## config.mk

```make
export PLATFORM = sky130hd
export DESIGN_NAME = reg_piso_serializer
export DESIGN_NICKNAME = d
export VERILOG_FILES = /design/src/rtl/reg_piso_serializer.sv
export SDC_FILE = /design/constraint.sdc
export NUM_CORES = 1
export LEC_CHECK = 0
export CAP_MARGIN = 0
export CORE_MARGIN = 2
export CORE_UTILIZATION = 50
export CTS_BUF_LIST = sky130_fd_sc_hd__clkbuf_4
export CTS_CLUSTER_DIAMETER = 100
export DETAILED_ROUTE_END_ITERATION = 6
export HOLD_SLACK_MARGIN = 0.12
export MAX_ROUTING_LAYER = met4
export PLACE_DENSITY = 0.9
export SETUP_SLACK_MARGIN = 0.02
export SLEW_MARGIN = 20
export SYNTH_ARGS = -nofsm -noshare
export SYNTH_HDL_FRONTEND = slang
export SYNTH_SLANG_ARGS = --single-unit
```

## constraint.sdc

```tcl
create_clock -name clk -period 1.5 [get_ports clk]
set_input_delay 0.3 -clock clk [delete_from_list [all_inputs] [get_ports clk]]
set_output_delay 0.3 -clock clk [all_outputs]
set_load 0.1 [all_outputs]
```

## src/rtl/reg_piso_serializer.sv

```systemverilog
// rtl/reg_piso_serializer.sv - MSB-first parallel-in/serial-out stream with frame-end marker.
// Optional SERIAL_PARITY_EN appends an even-parity beat after the data bits.
module reg_piso_serializer #(
    parameter int WIDTH = 32
) (
    input  logic             clk,
    input  logic             reset,
    input  logic             load_valid,
    output logic             load_ready,
    input  logic [WIDTH-1:0] load_data,
    output logic             ser_valid,
    input  logic             ser_ready,
    output logic             ser_out,
    output logic             ser_last
);

`ifdef SERIAL_PARITY_EN
    localparam int BEATS = WIDTH + 1;
`else
    localparam int BEATS = WIDTH;
`endif
    localparam int CW = $clog2(WIDTH + 2);
    localparam logic [CW-1:0] LAST_CNT = CW'(BEATS - 1);

    typedef enum logic {
        IDLE,
        SHIFT
    } state_t;

    state_t           state;
    state_t           state_next;
    logic [BEATS-1:0] shift_reg;
    logic [BEATS-1:0] load_word;
    logic [CW-1:0]    cnt;
    logic             load_fire;
    logic             beat_fire;

    // The parity bit rides at the bottom of the shift register so it leaves right after the data.
`ifdef SERIAL_PARITY_EN
    assign load_word = {load_data, ^load_data};
`else
    assign load_word = load_data;
`endif

    assign load_fire = (state == IDLE) && load_valid;
    assign beat_fire = ser_valid && ser_ready;

    always_ff @(posedge clk or negedge reset) begin
        if (!reset) begin
            state <= IDLE;
        end else begin
            state <= state_next;
        end
    end

    always_comb begin
        state_next = state;
        load_ready = 1'b0;
        ser_valid  = 1'b0;
        ser_last   = 1'b0;
        ser_out    = shift_reg[BEATS-1];
        case (state)
            IDLE: begin
                load_ready = 1'b1;
                if (load_valid) begin
                    state_next = SHIFT;
                end
            end
            SHIFT: begin
                ser_valid = 1'b1;
                ser_last  = (cnt == LAST_CNT);
                if (ser_ready && ser_last) begin
                    state_next = IDLE;
                end
            end
            default: state_next = IDLE;
        endcase
    end

    // Zero fill leaves the register clear after a frame, so ser_out idles low.
    always_ff @(posedge clk or negedge reset) begin
        if (!reset) begin
            shift_reg <= '0;
            cnt       <= '0;
        end else if (load_fire) begin
            shift_reg <= load_word;
            cnt       <= '0;
        end else if (beat_fire) begin
            shift_reg <= {shift_reg[BEATS-2:0], 1'b0};
            cnt       <= ser_last ? '0 : cnt + CW'(1);
        end
    end

endmodule

```

; Word-level counts from Yosys, hierarchy flattened
; Cells that the tools add are included.
[op_classes]
n_addsub = 1
n_eq_ne = 1
n_mux = 11
n_bitwise = 1
reduce_logical = 4
[ops]
columns = operator, count
row1 = $mux 32, 2
row2 = $mux 6, 3
row3 = $add 6x1->6 const B, 1
row4 = $eq 6x5->1 const B, 1
row5 = $mux 1, 5
row6 = $logic_and 1x1->1, 3
row7 = $pmux 1 s2, 1
row8 = $reduce_bool 2->1, 1
row9 = $not 1->1, 1
[word_totals]
regBits = 39
out_inout_bits = 4

; Depth between registers and ports, before layout
; Gate-level depths: netlist (run 1).
[depth]
word_depth = 5
ltp_mapped = 6
ltp_nobuf = 4

; Least setup slack after synthesis (run 1)
; OpenSTA, ideal clock, no wires.
[synth_path]
path_kind = reg-to-output
startpoint = reg state
endpoint = out ser_last
arrival_time_ns = 4.567
slack_ns = -3.367
stages_incl_launch_ff = 4
path_cell_list = dfrtp_1 buf_6 inv_1 nor4_1
[synth_via]
elab_chain_len = 1
[synth_rtl]
columns = item, line_no
row1 = start: declaration, 30  ; state_t state;
row2 = start signal: assignment, 52  ; state <= state_next;
row3 = $mux 1, 62  ; case (state)
row4 = end: declaration, 14  ; output logic ser_last
; Every way passes these cells.

; Final worst setup path (run 1)
[layout_path]
startpoint = reg cnt[1]
endpoint = out ser_last
[layout_via]
elab_chain_len = 2
[layout_rtl]
columns = item, line_no
row1 = start: declaration, 34  ; logic [CW-1:0] cnt;
row2 = start signal: assignment, 90  ; cnt <= ser_last ? '0 : cnt + CW'(1);
row3 = $eq 6x5->1, 71  ; ser_last = (cnt == LAST_CNT);
row4 = $mux 1, 62
; Every way passes these cells.

==> results_dict.tcl, run 1 <==
set metrics [dict create \
    r2r_slack_ns -0.07 \
    wl_mm 5.77 \
    place_congestion 0.771 \
    antenna_found_initial 0 \
    grt_usage_pct 24.8 \
    cts_tree "yes" \
    setup_viol 7 \
    cts_sinks 39 \
    rows 21 \
    nets 277 \
    pre_cts_ws_ns -0.0775 \
    p_leak_nw 1.29 \
    ioPinCount 40 \
    first_iter_violations 255 \
    hold_violations 0 \
    dr.pass1.iters 4 \
    synth.avg_cell_area_sq_um 9.99 \
    vias_per_cell 5.79 \
    grt_max_degree 23 \
    htree_levels 2 \
    design_power_total_mw 2.42 \
    endpoint_kind "output port" \
    synth_cell_types 25 \
    min_path_type "in -> async" \
    seqPwrFrac_pct 53.1 \
    place_area_sq_mm 0.00254 \
    drc_errors 0 \
    comb_power_share_pct 24.3 \
    grt_pass1_wl_mm 7.47 \
    die_h_microns 63.5 \
    die_w_microns 63.5 \
    ys_seq_area_share_pct 55.2 \
    vias 1662 \
    rsz0062_at_grt "yes" \
    clk_pin_slew_worst_paths_ns 0.13 \
    cap_violations 0 \
    initial_core_util_pct 52.6 \
    cts-root-buf "clkbuf_4" \
    p_switching_uw 760 \
    clock_path_buffers 2 \
    layout_setup_ws_ns -0.352 \
    rr_worst_depth 6 \
    hold_ws_ns 0.430 \
    syn_inst 177 \
    cts_buffers 5 \
    violations "setup timing" \
    arrival_ns 1.55 \
    ys_ff_latch 39 \
    worstPathMaxFanout 2 \
    dieArea_sq_mm 0.00403 \
    r2r_start "state$_DFF_PN0_" \
    cp-startpoint "cnt[1]$_DFFE_PN0P_" \
    critPathKind "reg -> out" \
    peakVddDrop_mv 0.617 \
    io_buffers 39 \
    stdcell_area_sq_mm 0.00284 \
    min_period_ns 1.85 \
    place_hpwl_mm 3.03 \
    powerDensity_mw_per_mm2 852 \
    n_antenna_cell 0 \
    insertion_delay_ns 0.36 \
    intPower_mw 1.66 \
    crit_path_start_kind "register" \
    fmax_ghz 0.540 \
    skew_ns 0.0106 \
    ant_nets 0 \
    yosys_warnings 0 \
    sw_frac_of_total_pct 31.5 \
    period_share_pct 123 \
    syn-cell-area_sq_mm 0.00177 \
    grt.overflow.total 0 \
    drive_gt1_share_pct 32.0 \
    largest_register_ffs 32 \
    max_slew_margin_pct 71.3 \
    synthToLayoutAreaGrowth_pct 60.4 \
    status "complete, but fails checks" \
    clkPwrFrac_pct 22.5 \
    worst_pin_slew_ns 0.430 \
    slew_violations 0 \
    r2r_end "shift_reg[22]$_DFFE_PN0P_" \
    required_ns 1.20 \
    syn-num-nets 214 \
    grt_pass1_vias 1591 \
    wire_per_inst_microns 20.1 \
    core_area_sq_mm 0.00336 \
]
## worst max-delay path by stage
stage	cells past startpoint	to
after CTS	4	ser_last
after detailed placement	5	shift_reg[22]$_DFFE_PN0P_
after floorplan	3	ser_last
after global placement	5	shift_reg[13]$_DFFE_PN0P_
after global routing	4	ser_last
final	4	ser_last
## cells in the mapped netlist
| master | n | area (sq um) |
|---|---|---|
| nand3_1 | 1 | 5.00 |
| ha_1 | 1 | 12.5 |
| o21ai_1 | 3 | 15.0 |
| nor2b_1 | 1 | 6.26 |
| and2_4 | 1 | 8.76 |
| nand2_1 | 70 | 263 |
| a22oi_1 | 31 | 233 |
| or3_1 | 1 | 6.26 |
| buf_6 | 8 | 90.1 |
| nand2b_1 | 2 | 12.5 |
| mux2i_4 | 1 | 22.5 |
| buf_2 | 4 | 20.0 |
| a22o_1 | 2 | 17.5 |
| a21oi_1 | 1 | 5.00 |
| inv_1 | 1 | 3.75 |
| nand4_1 | 1 | 6.26 |
| o31ai_1 | 2 | 15.0 |
| and3b_1 | 1 | 8.76 |
| nor4_1 | 1 | 6.26 |
| dfrtp_1 | 39 | 976 |
| nor2_1 | 1 | 3.75 |
| o211ai_1 | 1 | 7.51 |
| o311ai_1 | 1 | 8.76 |
| mux2i_1 | 1 | 10.0 |
| nor3_1 | 1 | 5.00 |
## per-stage QoR
step / instances / utilization [%] / setup TNS [ns]
after floorplan: 177 / - / -1.52
after global routing: 287 / 84.3 / -1.20
after CTS: 277 / 78.2 / -0.346
after detailed placement: 266 / 75.4 / -1.57
final: 287 / 84.3 / -0.506
after global placement: 266 / 75.4 / -0.510
## power by group through the flow
stage,clock network [mW],logic (mW),registers (mW)
final,0.545,0.588,1.28
after global routing,0.613,0.621,1.30
after CTS,0.517,0.534,1.27
after detailed placement,0,0.507,1.29
after global placement,0,0.484,1.28
after floorplan,0,0.224,1.30
## worst max-delay path: stages, from the launching register on
cell     delay [ns]
dfrtp_1        0.41
ha_2           0.22
nand2_2        0.08
nor4_4         0.27
buf_12         0.21
## cell type report
class	count	area (sq um)
Tap cell	46	57.6
Fill cell	182	527
Inverter	1	7.51
Clock inverter	3	15.0
Multi-Input combinational cell	126	865
Sequential cell	39	980
Clock buffer	5	37.5
Timing Repair Buffer	67	875
## routing by layer
| layer | global-route usage (%) | vias to the layer above | wire length (microns) |
|---|---|---|---|
| met5 | - | - | 0 |
| met4 | 4.89 | 0 | 85 |
| met3 | 6.43 | 8 | 345 |
| met2 | 41.3 | 77 | 3120 |
| met1 | 30.8 | 832 | 2210 |
| li1 | - | 745 | - |
## repair_timing
item / in CTS / in global routing
resized for setup: 5 / 4
pin swaps: 1 / 27
gates cloned: 0 / 7
hold buffers: 1 / 0
endpoints found under the setup margin: 2 / 34
buffers inserted: 3 / 3
endpoints found under the hold margin: 17 / 0
## cells by family (layout without fill, tap and decap cells)
| family | after synthesis | after routing | synth area share [%] |
|---|---|---|---|
| mux | 2 | 2 | 1.84 |
| fa+ha+maj | 1 | 1 | 0.708 |
| simple gates | 81 | 82 | 18.8 |
| flops | 39 | 39 | 55.2 |
| compound gates | 41 | 41 | 17.1 |
| buf+inv | 13 | 76 | 6.44 |
## placed cells by master, fill, tap and decap left out, types with 2 or more instances in the layout
cell and n:
a22o_1 2, dfrtp_1 38, clkinvlp_4 2, clkbuf_16 6, nand2_1 69, buf_4 7, clkbuf_4 5, buf_12 13
and2_4 2, o21ai_1 3, buf_6 5, a22oi_2 30, o31ai_1 2, clkdlybuf4s50_1 34, nand2b_1 2, clkinv_1 2
Power figures use the tool's default switching activity.
==> run 2, diff against run 1 <==
--- a/config.mk
+++ b/config.mk
@@ -6,7 +6,7 @@
 export NUM_CORES = 1
 export LEC_CHECK = 0
 export CAP_MARGIN = 0
-export CORE_MARGIN = 2
+export CORE_MARGIN = 1.5
 export CORE_UTILIZATION = 50
 export CTS_BUF_LIST = sky130_fd_sc_hd__clkbuf_4
 export CTS_CLUSTER_DIAMETER = 100
==> run 2 against run 1 <==
Compared with the run above:
- the run still ends with setup timing left
- final area rose by 4.8%
- sequential cell count unchanged
- sequential power barely moved
- setup slack improved by 0.020 ns
- non-clock buffer count rose by 3
- total power rose by 2.2%
- critical path depth is the same
- final cell count is 0.70% higher
- combinational power rose by 3.4%
- utilization up 4.1 points
==> results_dict.tcl, run 2 (synthesis results as in run 1) <==
set metrics [dict create \
    drc_errors 0 \
    slew_violations 0 \
    insertion_delay_ns 0.36 \
    grt_usage_pct 25.5 \
    largest_register_ffs 32 \
    peakVddDrop_mv 0.687 \
    n_antenna_cell 0 \
    max_slew_margin_pct 65.1 \
    utilization_pct 88.4 \
    rsz0062_at_grt "yes" \
    layout_setup_ws_ns -0.331 \
    place_hpwl_mm 2.94 \
    vias 1698 \
    setup_viol 38 \
    ioPinCount 40 \
    nets 279 \
    rows 21 \
    ant_nets 0 \
    arrival_ns 1.53 \
    antenna_found_initial 0 \
    wire_per_inst_microns 19.6 \
    period_share_pct 122 \
    fin_cells 289 \
    wl_mm 5.68 \
    hold_violations 0 \
    place_congestion 0.874 \
    status "complete, but fails checks" \
    htree_levels 2 \
    min_path_type "in -> async" \
    dieArea_sq_mm 0.00390 \
    cts_buffers 5 \
    io_buffers 39 \
    cts_tree "yes" \
    powerDensity_mw_per_mm2 831 \
    cp-startpoint "cnt[1]$_DFFE_PN0P_" \
    cts_sinks 39 \
    fmax_ghz 0.546 \
    dr.pass1.iters 5 \
    min_period_ns 1.83 \
    final_common_cell "dfrtp_1" \
    vias_per_cell 5.88 \
    die_h_microns 62.5 \
    r2r_start "state$_DFF_PN0_" \
    grt_pass1_wl_mm 7.59 \
    skew_ns 0.00925 \
    place_inst 267 \
    cts-root-buf "clkbuf_4" \
    worst_pin_slew_ns 0.523 \
    cap_violations 0 \
    worstPathMaxFanout 2 \
    p_leak_nw 1.39 \
    clock_path_buffers 2 \
    layout.cells.most_common_list "38 x dfrtp_1, 37 x nand2_1, 34 x clkdlybuf4s50_1, 29 x a22oi_2, 24 x nand2_2" \
    critPathKind "reg -> out" \
    core_area_sq_mm 0.00336 \
    grt_pass1_vias 1555 \
    drive_gt1_share_pct 47.3 \
    required_ns 1.20 \
    grt_max_degree 27 \
    crit_path_start_kind "register" \
    first_iter_violations 129 \
    synthToLayoutAreaGrowth_pct 68.2 \
    endpoint_kind "output port" \
    design_power_total_mw 2.47 \
    clk_pin_slew_worst_paths_ns 0.12 \
    grt.overflow.total 0 \
    initial_core_util_pct 52.6 \
    violations "setup timing" \
    die_w_microns 62.5 \
]
run 2: final cells by class:
class                      instances  area (sq um)
multi-input combinational        125           990
sequential                        39           980
clock inverter                     2          12.5
fill                             152           390
inverter                           1          7.51
timing repair buffer              70           881
tap                               46          57.6
clock buffer                       6          45.0
run 2: worst paths after layout:
check	to	depth (start not counted)	slack (ns)
min reg2reg	cnt[4]$_DFFE_PN0P_	1	0.49
max reg2reg	cnt[1]$_DFFE_PN0P_	7	-0.16
max	ser_last	4	-0.33
min	shift_reg[14]$_DFFE_PN0P_	2	0.43
min in group clk	cnt[4]$_DFFE_PN0P_	1	0.49
max in group asynchronous	shift_reg[0]$_DFFE_PN0P_	3	0.52
run 2: routing by layer:
| layer | GRT usage, % | vias to the layer above | wire length, microns |
|---|---|---|---|
| li1 | - | 747 | - |
| met1 | 32.5 | 859 | 2220 |
| met2 | 40.5 | 80 | 3050 |
| met3 | 6.13 | 12 | 315 |
| met4 | 8.06 | 0 | 96 |
| met5 | - | - | 0 |
run 2: where the power goes:
group,switching (mW),leakage [nW],internal [mW]
Combinational,0.290,0.829,0.318
Sequential,0.133,0.527,1.17
Clock,0.361,0.0317,0.199
Total,0.784,1.39,1.69
run 2: metrics by stage:
| stage | area, sq um | setup TNS (ns) | hold slack, ns | setup WS [ns] |
|---|---|---|---|---|
| after floorplan | 1950 | -1.52 | 0.00441 | -1.23 |
| after global placement | 2530 | -0.425 | 0.297 | -0.0305 |
| after detailed placement | 2530 | -1.39 | 0.301 | -0.0918 |
| after CTS | 2650 | -0.468 | 0.440 | -0.343 |
| after global routing | 2970 | -4.76 | 0.474 | -0.396 |
| final | 2970 | -3.51 | 0.435 | -0.331 |
run 2: critical path, stage by stage (launching register included):
cell and delay, ns:
dfrtp_1 0.40, ha_2 0.21, nand2_2 0.08, nor4_4 0.27, buf_12 0.21
run 2: what timing repair did:
action                                 CTS  global route
pin swaps                                2            19
hold buffers                             1             0
setup buffers                            4             4
endpoints found under the hold margin   21             0
setup endpoints to repair                3            24
gates resized for setup                  9            45
gates cloned                             0             6
==> run 3, diff against run 2 <==
--- a/config.mk
+++ b/config.mk
@@ -11,10 +11,11 @@
 export CTS_BUF_LIST = sky130_fd_sc_hd__clkbuf_4
 export CTS_CLUSTER_DIAMETER = 100
 export DETAILED_ROUTE_END_ITERATION = 6
+export GPL_TIMING_DRIVEN = 0
 export HOLD_SLACK_MARGIN = 0.12
 export MAX_ROUTING_LAYER = met4
 export PLACE_DENSITY = 0.9
-export SETUP_SLACK_MARGIN = 0.02
+export SETUP_SLACK_MARGIN = 0.5
 export SLEW_MARGIN = 20
 export SYNTH_ARGS = -nofsm -noshare
 export SYNTH_HDL_FRONTEND = slang
==> run 3 against run 2 <==
Compared with the run above:
- the flow still finishes with violations (setup timing)
- routed wire length rose by 10%
- sequential share of layout area fell by 0.42 points
- hold slack lost 0.12 ns
- total power up 5.4%
- critical path depth unchanged
- utilization increased by 1.3 points
- largest power group unchanged
==> results_dict.tcl, run 3 (synthesis results as in run 1) <==
set metrics [dict create \
    place_inst 263 \
    cp_cell_sequence "ha_4, nand2_4, nor4_4, buf_6" \
    rows 21 \
    min_path_type "in -> async" \
    cts_buffers 5 \
    critPathKind "reg -> out" \
    r2r_slack_ns -0.31 \
    clock_path_buffers 2 \
    slew_violations 0 \
    grt_pass1_wl_mm 7.16 \
    die_h_microns 62.5 \
    p_leak_nw 1.42 \
    place_congestion 0.783 \
    crit_slowest_cell "dfrtp_1" \
    largest_register_ffs 32 \
    status "complete, but fails checks" \
    insertion_delay_ns 0.37 \
    clk_pin_slew_worst_paths_ns 0.14 \
    io_buffers 39 \
    topRoutingLayerUsed "met4" \
    max_stage_delay_ns 0.44 \
    min_period_ns 1.85 \
    cts_sinks 39 \
    violations "setup timing" \
    fmax_ghz 0.539 \
    grt.overflow.total 0 \
    grt_usage_pct 24.1 \
    dr_wl_met2_mm 3.28 \
    wire_per_inst_microns 21.2 \
    vias_per_cell 5.82 \
    htree_levels 2 \
    core_area_sq_mm 0.00336 \
    grt_max_degree 31 \
    drc_errors 0 \
    cts-root-buf "clkbuf_4" \
    worstPathMaxFanout 3 \
    period_share_pct 124 \
    place_area_sq_mm 0.00242 \
    r2r_start "state$_DFF_PN0_" \
    cts_tree "yes" \
    drive_gt1_share_pct 49.8 \
    rr_worst_depth 9 \
    n_antenna_cell 0 \
    skew_ns 0.0195 \
    die_w_microns 62.5 \
    setup_viol 39 \
    rsz0062_at_grt "yes" \
    max_slew_margin_pct 79.4 \
    endpoint_kind "output port" \
    dieArea_sq_mm 0.00390 \
    stdcell_area_sq_mm 0.00302 \
    ioPinCount 40 \
    ant_nets 0 \
    peakVddDrop_mv 0.831 \
    fin_cells 295 \
    wl_met3_microns 342 \
    utilization_pct 89.7 \
    worst_pin_slew_ns 0.303 \
    initial_core_util_pct 52.6 \
    grt_pass1_vias 1516 \
    wl_mm 6.25 \
    nets 285 \
    synthToLayoutAreaGrowth_pct 70.6 \
    first_iter_violations 135 \
    cap_violations 0 \
    wl_met1_mm 2.39 \
    final_common_cell "dfrtp_1" \
    arrival_ns 1.55 \
    antenna_found_initial 0 \
    vias 1718 \
    hold_violations 0 \
    powerDensity_mw_per_mm2 863 \
    place_hpwl_mm 2.62 \
    dr.pass1.iters 4 \
    layout.cells.most_common_list "37 x dfrtp_1, 34 x clkdlybuf4s50_1, 33 x nand2_1, 30 x a22oi_2, 28 x nand2_2" \
    required_ns 1.20 \
    layout_setup_ws_ns -0.354 \
    cp-startpoint "cnt[1]$_DFFE_PN0P_" \
    design_power_total_mw 2.60 \
    crit_path_start_kind "register" \
]
[run 3: worst paths after layout]
kind / to
max in group asynchronous: state$_DFF_PN0_
setup reg to reg: shift_reg[23]$_DFFE_PN0P_
hold reg to reg: cnt[4]$_DFFE_PN0P_
setup / recovery: ser_last
hold / removal: shift_reg[25]$_DFFE_PN0P_
min in group clk: cnt[4]$_DFFE_PN0P_
[run 3: timing repair]
item / in CTS / in global routing
hold endpoints to repair: 39 / 0
setup endpoints to repair: 43 / 43
hold buffers: 1 / 0
gates cloned: 1 / 4
pin swaps: 7 / 23
resized for setup: 44 / 64
buffers inserted: 8 / 10
[run 3: power breakdown]
group / internal [mW] / switching (mW) / leakage (nW)
registers: 1.17 / 0.154 / 0.526
clock network: 0.172 / 0.381 / 0.0263
logic: 0.404 / 0.321 / 0.871
total: 1.75 / 0.856 / 1.42
[run 3: metrics by stage]
step	setup slack [ns]	setup TNS [ns]	hold WS [ns]
5_1_grt	-0.423	-10.34	0.319
4_1_cts	-0.309	-1.47	0.323
3_3_place_gp	-1.04	-38.47	0.454
2_1_floorplan	-1.23	-1.67	0.00441
6_report	-0.354	-9.51	0.316
3_5_place_dp	-0.950	-8.71	0.183
[run 3: per-layer routing]
metal  track usage (%)  vias to the layer above
met5                 -                        -
met4              7.50                        0
met3              6.13                       23
met2              39.8                       82
met1              29.3                      856
li1                  -                      757
[run 3: cell type report]
class                           instances  area [sq um]
Multi-Input combinational cell        125          1010
Tap cell                               46          57.6
Timing Repair Buffer                   64           738
Clock inverter                          3          15.0
Clock buffer                            5          37.5
Sequential cell                        39           981
Inverter                                1          7.51
Fill cell                             134           348
Buffer                                 12           169
[run 3: critical path: cells and delay by family, from the launching register on]
kind | cells | cell delay, ns
buf+inv | 1 | 0.26
simple gates | 2 | 0.32
fa+ha+maj | 1 | 0.18
flops | 1 | 0.44
